**config.mk**
```make
export PLATFORM = sky130hd
export DESIGN_NAME = supersonic
export DESIGN_NICKNAME = d
export VERILOG_FILES = /design/src/rtl/supersonic.sv
export SDC_FILE = /design/constraint.sdc
export NUM_CORES = 1
export LEC_CHECK = 0
export BUFFER_PORTS_ARGS = -buffer_cell sky130_fd_sc_hd__buf_2
export CAP_MARGIN = 20
export CORE_MARGIN = 1.5
export CORE_UTILIZATION = 25
export DETAILED_ROUTE_END_ITERATION = 10
export GPL_ROUTABILITY_DRIVEN = 1
export PLACE_DENSITY = 0.41
export SETUP_SLACK_MARGIN = 0.4
export SYNTH_ARGS = -nofsm -noshare
export SYNTH_HDL_FRONTEND = slang
export SYNTH_SLANG_ARGS = --single-unit
```
**constraint.sdc**
```tcl
create_clock -name clk -period 5.7 [get_ports clk]
set_input_delay 0.285 -clock clk [delete_from_list [all_inputs] [get_ports clk]]
set_output_delay 0.285 -clock clk [all_outputs]
set_load 0.005 [all_outputs]
```
**src/rtl/supersonic.sv**
```systemverilog
// HC-SR04 style ranging front-end: issues the sensor trigger pulse on request,
// times the synchronised echo and reports the distance in quantised units.
module supersonic #(
  parameter int DisLen       = 16,
  parameter int TRIG_CYC     = 500,
  parameter int CYC_PER_UNIT = 2915,
  parameter int TIMEOUT_CYC  = 1500000,
  parameter int GAP_CYC      = 500000
) (
  input  logic            clk,
  input  logic            rst_n,
  input  logic            trigger,
  output logic            triggerSuc,
  output logic            valid,
  output logic [DisLen:0] distance,
  output logic            sr_trig,
  input  logic            sr_echo,
  output logic [2:0]      dbg_state_o
);

  // Handshake: trigger is a level request held by the controller until it sees
  // the one-cycle triggerSuc; valid is a one-cycle strobe with no back-pressure.

  localparam int MAX_A   = (TIMEOUT_CYC > GAP_CYC) ? TIMEOUT_CYC : GAP_CYC;
  localparam int CNT_MAX = (MAX_A > TRIG_CYC) ? MAX_A : TRIG_CYC;
  localparam int CNT_W   = $clog2(CNT_MAX + 1);
  localparam int PRE_W   = $clog2(CYC_PER_UNIT + 1);

  localparam logic [CNT_W-1:0] TRIG_LAST = CNT_W'(TRIG_CYC - 1);
  localparam logic [CNT_W-1:0] TO_LAST   = CNT_W'(TIMEOUT_CYC - 1);
  localparam logic [CNT_W-1:0] GAP_LAST  = CNT_W'(GAP_CYC - 1);
  localparam logic [PRE_W-1:0] PRE_LAST  = PRE_W'(CYC_PER_UNIT - 1);

  localparam logic [2:0] S_IDLE = 3'd0;
  localparam logic [2:0] S_TRIG = 3'd1;
  localparam logic [2:0] S_WAIT = 3'd2;
  localparam logic [2:0] S_ECHO = 3'd3;
  localparam logic [2:0] S_HOLD = 3'd4;

  logic [2:0]       state_q, state_d;
  logic [CNT_W-1:0] cnt_q, cnt_d;
  logic [PRE_W-1:0] pre_q, pre_d;
  logic [DisLen:0]  acc_q, acc_d;
  logic [DisLen:0]  dist_q, dist_d;
  logic             trig_q, trig_d;
  logic             suc_q, suc_d;
  logic             valid_q, valid_d;
  logic             echo_meta_q, echo_s;

  always_comb begin
    state_d = state_q;
    cnt_d   = cnt_q;
    pre_d   = pre_q;
    acc_d   = acc_q;
    dist_d  = dist_q;
    trig_d  = trig_q;
    suc_d   = 1'b0;
    valid_d = 1'b0;
    case (state_q)
      S_IDLE: begin
        if (trigger) begin
          state_d = S_TRIG;
          trig_d  = 1'b1;
          cnt_d   = '0;
        end
      end
      S_TRIG: begin
        if (cnt_q == TRIG_LAST) begin
          state_d = S_WAIT;
          trig_d  = 1'b0;
          suc_d   = 1'b1;
          cnt_d   = '0;
        end else begin
          cnt_d = cnt_q + 1'b1;
        end
      end
      S_WAIT: begin
        if (echo_s) begin
          state_d = S_ECHO;
          cnt_d   = '0;
          pre_d   = '0;
          acc_d   = '0;
        end else if (cnt_q == TO_LAST) begin
          state_d = S_HOLD;
          dist_d  = '1;
          valid_d = 1'b1;
          cnt_d   = '0;
        end else begin
          cnt_d = cnt_q + 1'b1;
        end
      end
      S_ECHO: begin
        if (!echo_s) begin
          state_d = S_HOLD;
          dist_d  = acc_q;
          valid_d = 1'b1;
          cnt_d   = '0;
        end else if (cnt_q == TO_LAST) begin
          state_d = S_HOLD;
          dist_d  = '1;
          valid_d = 1'b1;
          cnt_d   = '0;
        end else begin
          cnt_d = cnt_q + 1'b1;
          // Prescaler divides echo-high cycles into units; accumulator saturates.
          if (pre_q == PRE_LAST) begin
            pre_d = '0;
            if (acc_q != '1) acc_d = acc_q + 1'b1;
          end else begin
            pre_d = pre_q + 1'b1;
          end
        end
      end
      S_HOLD: begin
        // A stuck-high echo keeps us here even after the gap has elapsed.
        if (cnt_q != GAP_LAST) begin
          cnt_d = cnt_q + 1'b1;
        end else if (!echo_s) begin
          state_d = S_IDLE;
        end
      end
      default: begin
        state_d = S_IDLE;
        trig_d  = 1'b0;
        cnt_d   = '0;
      end
    endcase
  end

  always_ff @(posedge clk) begin
    if (!rst_n) begin
      state_q     <= S_IDLE;
      cnt_q       <= '0;
      pre_q       <= '0;
      acc_q       <= '0;
      dist_q      <= '0;
      trig_q      <= 1'b0;
      suc_q       <= 1'b0;
      valid_q     <= 1'b0;
      echo_meta_q <= 1'b0;
      echo_s      <= 1'b0;
    end else begin
      state_q     <= state_d;
      cnt_q       <= cnt_d;
      pre_q       <= pre_d;
      acc_q       <= acc_d;
      dist_q      <= dist_d;
      trig_q      <= trig_d;
      suc_q       <= suc_d;
      valid_q     <= valid_d;
      echo_meta_q <= sr_echo;
      echo_s      <= echo_meta_q;
    end
  end

  assign triggerSuc  = suc_q;
  assign valid       = valid_q;
  assign distance    = dist_q;
  assign sr_trig     = trig_q;
  assign dbg_state_o = state_q;

endmodule

```
==> summary.md, run 1 <==
| Metric | Value |
|---|---|
| Most numerous cell in the Yosys netlist | `dfxtp_1` |
| Core Area | `14600 sq um` |
| RSZ-0062 raised after global routing | `no` |
| CTS tree | `built` |
| Fmax achieved | `350 MHz` |
| Seq/Total Area, Yosys | `0.400` |
| DRC | `0` |
| First-pass GRT wire length | `between 15 and 20 mm` |
| Synth top area share | `0.400` |
| Worst endpoint data arrival time | `3090 ps` |
| Detailed placement HPWL | `6.89 mm` |
| Hold Crit Start | `sr_echo` |
| Total Routing Usage GR | `0.130` |
| Main synth FF type | `dfxtp_1` |
| Async SR Flop Fraction | `0` |
| Clk root buf | `clkbuf_16` |
| R2R Path Start | `acc_q[0]$_SDFFE_PN0P_` |
| Cells after synthesis | `around 420` |
| Critical path type | `register to register` |
| Skew final | `6.86 ps` |
| Vias in the first global route | `3079` |
| Count of state elements after synthesis | `75` |
| Worst setup SP type | `register` |
| Final hold vios | `0` |
| Clock buffer depth | `2` |
| Syn Area/Cell | `9.03 sq um` |
| Synth area leaders | `dfxtp_1, o221a_2, xor2_1, nor3_1, nand4_1` |
| Via/cell ratio | `5.17` |
| Synthesized Nets | `425` |
| Setup crit start | `acc_q[0]$_SDFFE_PN0P_` |
| Maximum VDD drop | `0.000126 V` |
| PortBufs | `26` |
| CTS clk-pin slew, worst paths | `60 ps` |
| Row count | `44` |
| GPL Wtd Cong | `0.793` |
| Post-route ant nets | `0` |
| DR iter-0 viols | `178` |
| Slew margin rel. | `0.370` |
| Cell variety after synth | `63` |
| Filler cells | `1538` |
| Drt wl/cell | `15.8 microns` |
| CTS Sinks | `75` |
| Die W | `around 130 microns` |
| Die ar. | `approximately 16000 sq um` |
| Pwr dens | `293 nW/um^2` |
| Synthesized area | `3760 sq um` |
| Area of the multi-input gates | `between 2000 and 2500 sq um` |
| Reg2reg setup slack | `2840 ps` |
| CP Max Fanout | `20` |
| Top cells by instance count after synthesis | `dfxtp_1, nand2_1, nor3_1` |
| CTS hold repair buffers | `0` |
| IO Pins | `27` |
| Yosys warnings | `0` |
| Slew of the pin with the lowest slew margin | `937 ps` |
| ANT cells | `0` |
| Final Cycle Share | `0.501` |
| Die height | `~130 microns` |
| CP endpoint kind | `register` |
| Initial antenna violation count | `0` |
| Initial core utilization | `0.257` |
| FF+latch area | `1500 sq um` |
| Endpoints failing setup | `0` |
| Minimum clock period | `2860 ps` |
| Max-cap viol count | `0` |
| Capture point of the worst reg-to-reg path | `acc_q[7]$_SDFFE_PN0P_` |
| Status | `completed` |
| Critical Path RT | `5940 ps` |
| R2R cell count | `9` |
| Slew Limit Fails | `0` |
| DRT Pass-1 Iters | `4` |
| Nets | `445` |
| Grt ovf | `0` |
| Resize count post-CTS | `0` |
| Total length of routed wires | `between 9 and 10 mm` |
| Share of cells above drive strength 1 | `0.188` |
| Area growth, synth to finish | `15.4%` |
| Largest net degree at the start of global routing | `30` |
| Worst skew pair latency | `340 ps` |
| Post-placement setup slack | `between 2000 and 3000 ps` |
| Leakage dissipation | `about 1.5 nW` |
| Setup TNS | `0 ps` |
| Setup crit end | `acc_q[7]$_SDFFE_PN0P_` |
| Total power | `1.27 mW` |
| H-Tree Depth | `3` |
| Final setup margin | `2840 ps` |
| Synth area leader | `dfxtp_1` |
| Hold crit path type | `input port to register` |
| EDFF count, synth | `0` |
| Setup bufs post-CTS | `0` |
| Via count | `3231` |
| CTS Buf Count | `9` |
-- how the worst min path moves through the flow --
stage	depth (start not counted)	slack [ps]	end
2_1_floorplan	1	410	echo_s$_SDFF_PN0_
3_3_place_gp	1	410	echo_s$_SDFF_PN0_
3_5_place_dp	1	420	echo_s$_SDFF_PN0_
4_1_cts	2	140	echo_meta_q$_SDFF_PN0_
5_1_grt	2	150	echo_meta_q$_SDFF_PN0_
6_report	2	150	echo_meta_q$_SDFF_PN0_
-- cell type report --
class,count,area share
Timing Repair Buffer,30,0.0364
Multi-Input combinational cell,306,0.471
Clock buffer,9,0.0520
Clock inverter,7,0.0286
Sequential cell,75,0.347
Inverter,14,0.0121
Tap cell,184,0.0531
-- layout by cell type, fill, tap and decap left out, types with 2 or more instances in the layout --
cell and n:
buf_4 3, or3_1 3, dfxtp_1 75, bufinv_16 3, o221a_2 17, nor4_1 13
nor2_1 23, o311ai_0 2, clkbuf_16 9, o31ai_1 11, nand4_1 19, nand4b_1 2
or4_2 2, o21a_1 2, inv_1 13, nand3_1 20, ha_1 5, a21oi_2 3
a31o_2 2, xnor2_1 6, mux2i_1 6, and2_1 8, nand2_1 28, and4_1 2
nor3b_1 2, o21ai_2 3, buf_2 27, o211ai_1 3, nor3_1 26, and4bb_2 2
or3_2 2, a21oi_1 18, a211oi_1 8, o21ai_1 2, or4_1 12, a31oi_1 2
o21ai_0 13, and3_1 5, nor4b_1 2, xor2_1 16
-- flip-flops by register name (all words and copies together), names as in the netlist, 3 cells and up --
name         flops
acc_q           17
pre_q           12
cnt_q           21
distance        17
dbg_state_o      3
-- layer usage --
layer / track usage / part of all wire
met1: 0.182 / 0.51
met2: 0.192 / 0.44
met3: 0.0252 / 0.038
met4: 0.0588 / 0.018
met5: 0 / 0
-- cells by family (layout without fill, tap and decap cells) --
group,count (synthesis),count (layout),share of synthesized area
multiplexers,6,6,0.0160
AO/OA/AOI/OAI,93,93,0.190
XOR/XNOR,22,22,0.0513
AND/OR/NAND/NOR,180,180,0.270
buffers and inverters,35,60,0.0566
adder cells (fa/ha/maj),5,5,0.0167
flip-flops,75,75,0.400
-- critical path, cell delays in order, from the launching register on --
cell and delay, ps:
dfxtp_1 420, ha_1 240, inv_1 90, nor4_1 450, and3_1 250, ha_1 130
nand4b_1 150, and2_1 580, nor2_1 200, a31o_2 240
-- through the flow --
step / cells / hold WS (ps) / instance area (sq um) / util
2_1_floorplan: 416 / 412 / 3760 / -
3_3_place_gp: 608 / 414 / 3980 / 0.273
3_5_place_dp: 609 / 423 / 3980 / 0.273
4_1_cts: 625 / 139 / 4330 / 0.297
5_1_grt: 625 / 147 / 4330 / 0.297
6_report: 625 / 149 / 4330 / 0.297
-- where the power goes --
part	total [mW]	internal, mW	switching [mW]
sequential	0.541	0.532	0.00953
combinational	0.0589	0.0200	0.0388
clock	0.669	0.432	0.237
total	1.27	0.984	0.285
(Power assumes the default switching activity.)
==> inputs of run 2 (changes only) <==
==> constraint.sdc (replaced) <==
create_clock -name clk -period 2.7 [get_ports clk]
set_input_delay 0.135 -clock clk [delete_from_list [all_inputs] [get_ports clk]]
set_output_delay 0.135 -clock clk [all_outputs]
set_load 0.005 [all_outputs]
==> run 2 against run 1 <==
Compared with the run above:
- global-route usage grew 0.57 points
- critical path depth fell by 1
- routed wire length is 4.7% higher
- non-clock buffer count grew 29
- sequential share of layout area shrank 2.7 points
- cell count is 4.6% higher
- count of clock-buffer cells in the layout unchanged
- first-iteration DRC count shrank 7.9%
- total power increased by 110%
- clock skew rose by 4.2 ps
- hold slack better by 69 ps
- register-to-register slack got worse by 2400 ps
- critical path type unchanged
- critical endpoint is now acc_q[11]$_SDFFE_PN0P_
- largest power group unchanged
==> summary.md, run 2 (same netlist as run 1, synthesis figures left out) <==
| Metric | Value |
|---|---|
| Clock power share | `0.524 (-0.003)` |
| RSZ-0062 raised after global routing | `yes` |
| Setup crit start | `acc_q[13]$_SDFFE_PN0P_` |
| Fin Hold WS | `218 ps (+68.9 ps)` |
| Global routing usage on met1 | `0.192 (+0.0102)` |
| Largest net degree at the start of global routing | `29 (-3.3%)` |
| Critical path's slowest cell | `or4_2` |
| Row count | `44 (unchanged)` |
| Initial core utilization | `0.257 (unchanged)` |
| Slew Limit Fails | `0 (unchanged)` |
| Clock buffer depth | `2 (unchanged)` |
| Most used routing layer | `met2` |
| CTS Buf Count | `9 (unchanged)` |
| Filler cells | `1480 (-3.8%)` |
| CTS Sinks | `75 (unchanged)` |
| Worst skew pair latency | `340 ps (about the same)` |
| Via count | `3386 (+4.8%)` |
| Via/cell ratio | `5.18 (+0.15%)` |
| Maximum VDD drop | `0.000269 V (+110%)` |
| Endpoints failing setup | `0 (unchanged)` |
| Final hold vios | `0 (unchanged)` |
| Area of the multi-input gates | `2160 sq um (+5.8%)` |
| Max reg flops | `21 (unchanged)` |
| Switching power | `0.617 mW (+120%)` |
| Drt wl/cell | `15.8 microns (about the same)` |
| IO Pins | `27 (unchanged)` |
| Vias in the first global route | `3236 (+5.1%)` |
| H-Tree Depth | `3 (unchanged)` |
| PortBufs | `26 (unchanged)` |
| Detailed placement HPWL | `7.04 mm (+2.1%)` |
| Pwr dens | `571 nW/um^2 (+95%)` |
| Fmax achieved | `443 MHz (+26%)` |
| Total Routing Usage GR | `0.135 (+0.00574)` |
| Initial antenna violation count | `0 (unchanged)` |
| Die height | `126 microns (unchanged)` |
| Cell chain of the critical path | `and3_4 > and2_4 > and3_4 > ha_1 > nand4b_1 > and2_4 > or4_2 > a21oi_2` |
| Worst setup SP type | `register` |
| Share of cells above drive strength 1 | `0.296 (+0.108)` |
| Critical path type | `register to register` |
| Slew margin rel. | `0.467 (+0.0968)` |
| Nets | `474 (+6.5%)` |
| Biggest register | `cnt_q` |
| Cell Int Power | `2.09 mW (+110%)` |
| CTS tree | `built` |
| Slew of the pin with the lowest slew margin | `800 ps (-137 ps)` |
| First-pass GRT wire length | `17.1 mm (+4.6%)` |
| Sw Ratio | `0.227 (+0.00268)` |
| Total length of routed wires | `10.3 mm (+4.7%)` |
| Clk root buf | `clkbuf_16` |
| Post-Route Utilization | `0.325 (+0.0282)` |
| Die ar. | `15800 sq um (unchanged)` |
| Critical Path RT | `2970 ps (-2970 ps)` |
| Most frequent cells in the layout | `dfxtp_1, nand2_1, nor3_1, buf_2, buf_4` |
| R2R Path Start | `acc_q[13]$_SDFFE_PN0P_` |
| Minimum clock period | `2260 ps (-597 ps)` |
| CP Max Fanout | `5 (-75%)` |
| Hold crit path type | `input port to register` |
| Sequential cell fraction of total power | `0.421 (-0.005)` |
| Cell family with most CP delay | `simple AND/OR/NAND/NOR gates` |
| Post-route ant nets | `0 (unchanged)` |
| Leakage dissipation | `1.65 nW (+13%)` |
| Met3 usage | `0.0325 (+0.00727)` |
| Status | `completed` |
| DRC | `0 (unchanged)` |
| CTS clk-pin slew, worst paths | `60 ps (about the same)` |
| Die W | `126 microns (unchanged)` |
| Reg2reg setup slack | `440 ps (-2400 ps)` |
| Final Cycle Share | `0.836 (+0.335)` |
| Hold Crit Start | `trigger` |
| Max-cap viol count | `0 (unchanged)` |
| DR iter-0 viols | `164 (-7.9%)` |
| CP endpoint kind | `register` |
| DRT Pass-1 Iters | `4 (unchanged)` |
| Skew final | `11.0 ps (+4.16 ps)` |
| Combinational share of power | `0.055 (+0.009)` |
| Largest stage delay on the critical path | `620 ps (+40 ps)` |
| Met2 GRT Util | `0.199 (+0.00735)` |
| GPL Wtd Cong | `0.785 (-1.1%)` |
| Grt ovf | `0 (unchanged)` |
| Worst endpoint data arrival time | `2530 ps (-560 ps)` |
| CP bufs+invs | `0 (-1)` |
| FF+latch area | `1510 sq um (+0.83%)` |
| Dpl cells | `625 (+2.6%)` |
| Setup TNS | `0 ps (unchanged)` |
| Total power | `2.71 mW (+110%)` |
| ANT cells | `0 (unchanged)` |
| Core Area | `14600 sq um (unchanged)` |
| Area growth, synth to finish | `26.3%` |
| Non-Filler Instances | `654 (+4.6%)` |
| Commonest non-fill, non-tap cell in the layout | `dfxtp_1` |
## run 2: path summary, 6_finish.rpt
kind	endpoint	depth (start not counted)
worst max-delay path	acc_q[11]$_SDFFE_PN0P_	8
worst min-delay path	dbg_state_o[0]$_SDFFE_PN0P_	4
worst max register to register	acc_q[11]$_SDFFE_PN0P_	8
worst min register to register	echo_s$_SDFF_PN0_	1
## run 2: timing repair
item                                    CTS  global route
gates cloned                              1             0
pin swaps                                 7             7
setup buffers                             6             5
hold endpoints to repair                  1             0
hold buffers                              1             0
endpoints found under the setup margin   47            69
gates resized for setup                  15            25
## run 2: worst min-delay path, cell delays in order
cell,delay [ps]
buf_2,140
nor2_1,90
o31a_2,120
nor3_1,30
## run 2: area by class of cell
cell class | instances | area share
clock inverters | 7 | 0.0261
flip-flops and latches | 75 | 0.319
multi-input cells | 306 | 0.455
repair buffers | 59 | 0.0920
well taps | 184 | 0.0485
clock buffers | 9 | 0.0475
inverters | 14 | 0.0116
## run 2: metal layers
metal	up-vias	wire length, microns
met1	1620	5280
met3	8	354
met2	65	4540
met4	0	147
li1	1693	-
met5	-	0
## run 2: through the flow
step                setup WS [ps]  instance area (sq um)
floorplan                     406                   3750
global placement              230                   4130
global route                  346                   4740
detailed placement            168                   4130
CTS                           380                   4610
finish                        442                   4740
## run 2: power by group through the flow
stage               clock, mW  sequential, mW  combinational (mW)
detailed placement          0            1.17               0.144
CTS                      1.46            1.14               0.150
global route             1.51            1.14               0.164
finish                   1.42            1.14               0.149
global placement            0            1.17               0.144
floorplan                   0            1.16              0.0990
==> inputs of run 3 (changes only) <==
--- a/config.mk
+++ b/config.mk
@@ -5,13 +5,14 @@
 export SDC_FILE = /design/constraint.sdc
 export NUM_CORES = 1
 export LEC_CHECK = 0
+export ABC_AREA = 1
 export BUFFER_PORTS_ARGS = -buffer_cell sky130_fd_sc_hd__buf_2
 export CAP_MARGIN = 20
 export CORE_MARGIN = 1.5
 export CORE_UTILIZATION = 25
 export DETAILED_ROUTE_END_ITERATION = 10
 export GPL_ROUTABILITY_DRIVEN = 1
-export PLACE_DENSITY = 0.41
+export PLACE_DENSITY = 0.42
 export SETUP_SLACK_MARGIN = 0.4
 export SYNTH_ARGS = -nofsm -noshare
 export SYNTH_HDL_FRONTEND = slang
==> constraint.sdc (replaced) <==
create_clock -name clk -period 1.9 [get_ports clk]
set_input_delay 0.095 -clock clk [delete_from_list [all_inputs] [get_ports clk]]
set_output_delay 0.095 -clock clk [all_outputs]
set_load 0.005 [all_outputs]
==> run 3 against run 2 <==
Compared with the run above:
- critical path depth rose by 3
- utilization rose by 6.8 points
- die area rose by 15%
- global-route usage rose by 2.1 points
- total power rose by 83%
- synthesized area rose by 15%
- cell count rose by 52%
- setup slack got worse by 330 ps
- clock power rose by 23%
- largest cell class unchanged
- largest power group unchanged
==> summary.md, run 3 <==
| Metric | Value |
|---|---|
| Area growth, synth to finish | `52.3%` |
| Worst skew pair latency | `350 ps (about the same)` |
| CP endpoint kind | `register` |
| Final Cycle Share | `0.940 (+0.103)` |
| DR iter-0 viols | `327 (+99%)` |
| Top cells by instance count after synthesis | `nand2_1, inv_1, nor2_1` |
| Commonest non-fill, non-tap cell in the layout | `nand2_1` |
| Slew Limit Fails | `0 (unchanged)` |
| Status | `completed` |
| Share of cells above drive strength 1 | `0.391 (+0.0954)` |
| EDFF count, synth | `0 (unchanged)` |
| Yosys warnings | `0 (unchanged)` |
| CP Max Fanout | `8 (+3)` |
| Final hold vios | `0 (unchanged)` |
| Max-cap viol count | `0 (unchanged)` |
| Die height | `135 microns (+7.1%)` |
| Most frequent cells in the layout | `nand2_1, inv_1, nor2_1` |
| Post-Route Utilization | `0.393 (+0.0679)` |
| RSZ-0062 raised after global routing | `yes` |
| ANT cells | `0 (unchanged)` |
| CTS tree | `built` |
| First-pass GRT wire length | `22.0 mm (+29%)` |
| Slew margin rel. | `0.748 (+0.281)` |
| Filler cells | `1724 (+16%)` |
| Biggest register | `cnt_q` |
| Largest net degree at the start of global routing | `19 (-34%)` |
| Die ar. | `18100 sq um (+15%)` |
| Hold crit path type | `input port to register` |
| Via count | `4430 (+31%)` |
| Seq/Total Area, Yosys | `0.347 (-0.0526)` |
| Core Area | `16800 sq um (+15%)` |
| Endpoints failing setup | `0 (unchanged)` |
| Largest family of logic cells by synthesized area | `simple AND/OR/NAND/NOR gates` |
| Vias in the first global route | `4323 (+34%)` |
| Die W | `135 microns (+7.1%)` |
| Post-route ant nets | `0 (unchanged)` |
| DRT Pass-1 Iters | `4 (unchanged)` |
| Post-synthesis mux area share | `0 (-0.0160)` |
| H-Tree Depth | `3 (unchanged)` |
| DP Area | `5030 sq um (+22%)` |
| Critical path type | `register to register` |
| Total length of routed wires | `13.8 mm (+33%)` |
| DRC | `0 (unchanged)` |
| Critical Path RT | `2180 ps (-790 ps)` |
| Total Routing Usage GR | `0.156 (+0.0205)` |
| Synth area leaders | `dfxtp_1, nand2_1, inv_1, nor2_1, nand3_1` |
| GPL Wtd Cong | `0.827 (+5.4%)` |
| Grt ovf | `0 (unchanged)` |
| Pwr dens | `754 nW/um^2 (+32%)` |
| Final Cell Area | `6590 sq um (+39%)` |
| Main synth FF type | `dfxtp_1` |
| Worst setup SP type | `register` |
| Synth Area in Adders | `0.0145 (-0.00219)` |
| Nets | `776 (+64%)` |
| CTS clk-pin slew, worst paths | `60 ps (about the same)` |
| Post-synthesis compound-gate area fraction | `0.116 (-0.0736)` |
| Synth area leader | `dfxtp_1` |
| Initial core utilization | `0.258 (+0.000620)` |
| Fmax achieved | `560 MHz (+26%)` |
| Slew of the pin with the lowest slew margin | `374 ps (-426 ps)` |
| Clock buffer depth | `2 (unchanged)` |
| CTS Sinks | `75 (unchanged)` |
| Via/cell ratio | `4.47 (-14%)` |
| Synthesized Nets | `676 (+59%)` |
| PortBufs | `26 (unchanged)` |
| Detailed placement HPWL | `8.70 mm (+24%)` |
| Cells after synthesis | `667 (+60%)` |
| Max reg flops | `21 (unchanged)` |
| Minimum clock period | `1790 ps (-473 ps)` |
| IO Pins | `27 (unchanged)` |
| Leakage dissipation | `2.79 nW (+69%)` |
| Count of state elements after synthesis | `75 (unchanged)` |
| Row count | `47 (+6.8%)` |
| Worst endpoint data arrival time | `2070 ps (-460 ps)` |
| Synth Area in Simple Gates | `0.376 (+0.107)` |
| Maximum VDD drop | `0.000460 V (+71%)` |
| Reg2reg setup slack | `110 ps (-330 ps)` |
| Post-Synth XOR/XNOR Area | `0.0223 (-0.0290)` |
| Skew final | `11.0 ps (-0.0240 ps)` |
| Syn Area/Cell | `6.48 sq um (-28%)` |
| Cell variety after synth | `39 (-38%)` |
| Initial antenna violation count | `0 (unchanged)` |
| Synthesized area | `4330 sq um (+15%)` |
| Async SR Flop Fraction | `0 (unchanged)` |
| Most numerous cell in the Yosys netlist | `nand2_1` |
| Total power | `4.97 mW (+83%)` |
| Drt wl/cell | `13.9 microns (-12%)` |
| Clk root buf | `clkbuf_16` |
| Synth top area share | `0.347 (-0.0526)` |
| CTS Buf Count | `9 (unchanged)` |
-- run 3: cell count changes after synthesis, sizes merged, moves of 9 or more --
cell / previous run / this run
nand2: 29 / 190
or4: 14 / 0
nand3: 20 / 40
and2: 9 / 0
a21oi: 21 / 31
o21bai: 0 / 20
nor4: 13 / 1
inv: 13 / 101
nor2: 23 / 103
buf: 7 / 16
o221a: 17 / 0
-- run 3: cell type report --
cell class | instances | area, sq um | area share
well taps | 220 | 275 | 0.0418
flip-flops and latches | 75 | 1530 | 0.233
clock inverters | 5 | 52.6 | 0.00798
repair buffers | 109 | 1120 | 0.169
inverters | 102 | 420 | 0.0638
clock buffers | 11 | 243 | 0.0368
multi-input cells | 470 | 2950 | 0.447
-- run 3: through the flow --
| stage | setup slack, ps | hold WS (ps) | instances | TNS (ps) |
|---|---|---|---|---|
| CTS | 121 | 198 | 983 | 0 |
| global placement | 68.3 | 329 | 929 | 0 |
| finish | 114 | 203 | 992 | 0 |
| global route | -36.6 | 230 | 992 | -152 |
| detailed placement | 18.4 | 326 | 929 | 0 |
| floorplan | 5.38 | 193 | 667 | 0 |
-- run 3: what timing repair did --
item / CTS / global route
pin swaps: 24 / 21
gates resized for setup: 122 / 90
setup endpoints to repair: 72 / 73
hold buffers: 1 / 0
cloned: 8 / 2
hold endpoints to repair: 1 / 0
setup buffers: 29 / 7
-- run 3: layer usage --
metal | global-route usage | vias to the layer above | wire, microns
met1 | 0.215 | 2037 | 6660
met4 | 0.0496 | 0 | 127
li1 | - | 2298 | -
met3 | 0.0289 | 11 | 501
met5 | 0 | - | 0
met2 | 0.247 | 84 | 6470
-- run 3: power breakdown --
| part | leakage, nW | switching, mW | total, mW | internal (mW) |
|---|---|---|---|---|
| clock | 0.145 | 0.705 | 1.75 | 1.05 |
| sequential | 0.617 | 0.0469 | 1.69 | 1.65 |
| combinational | 2.03 | 0.817 | 1.52 | 0.707 |
| total | 2.79 | 1.57 | 4.97 | 3.40 |
-- run 3: critical path, stage by stage (launching register included) --
cell	delay (ps)
dfxtp_2	350
ha_4	150
nand2_4	60
nor3_4	150
nand3_2	110
nor4_2	150
ha_2	240
nand2_4	70
nand4_4	110
buf_12	160
nand2_2	50
a21oi_2	130
-- run 3: worst paths after layout --
check,from,to,cells past startpoint
worst max register to register,acc_q[0]$_SDFFE_PN0P_,acc_q[8]$_SDFFE_PN0P_,11
worst min-delay path,rst_n,distance[12]$_SDFFE_PN0P_,4
worst min register to register,echo_meta_q$_SDFF_PN0_,echo_s$_SDFF_PN0_,2
worst max-delay path,acc_q[0]$_SDFFE_PN0P_,acc_q[8]$_SDFFE_PN0P_,11
-- run 3: kinds of logic after synthesis --
family | after synthesis
compound gates | 81
xor+xnor | 11
fa+ha+maj | 5
buf+inv | 122
flops | 75
simple gates | 373
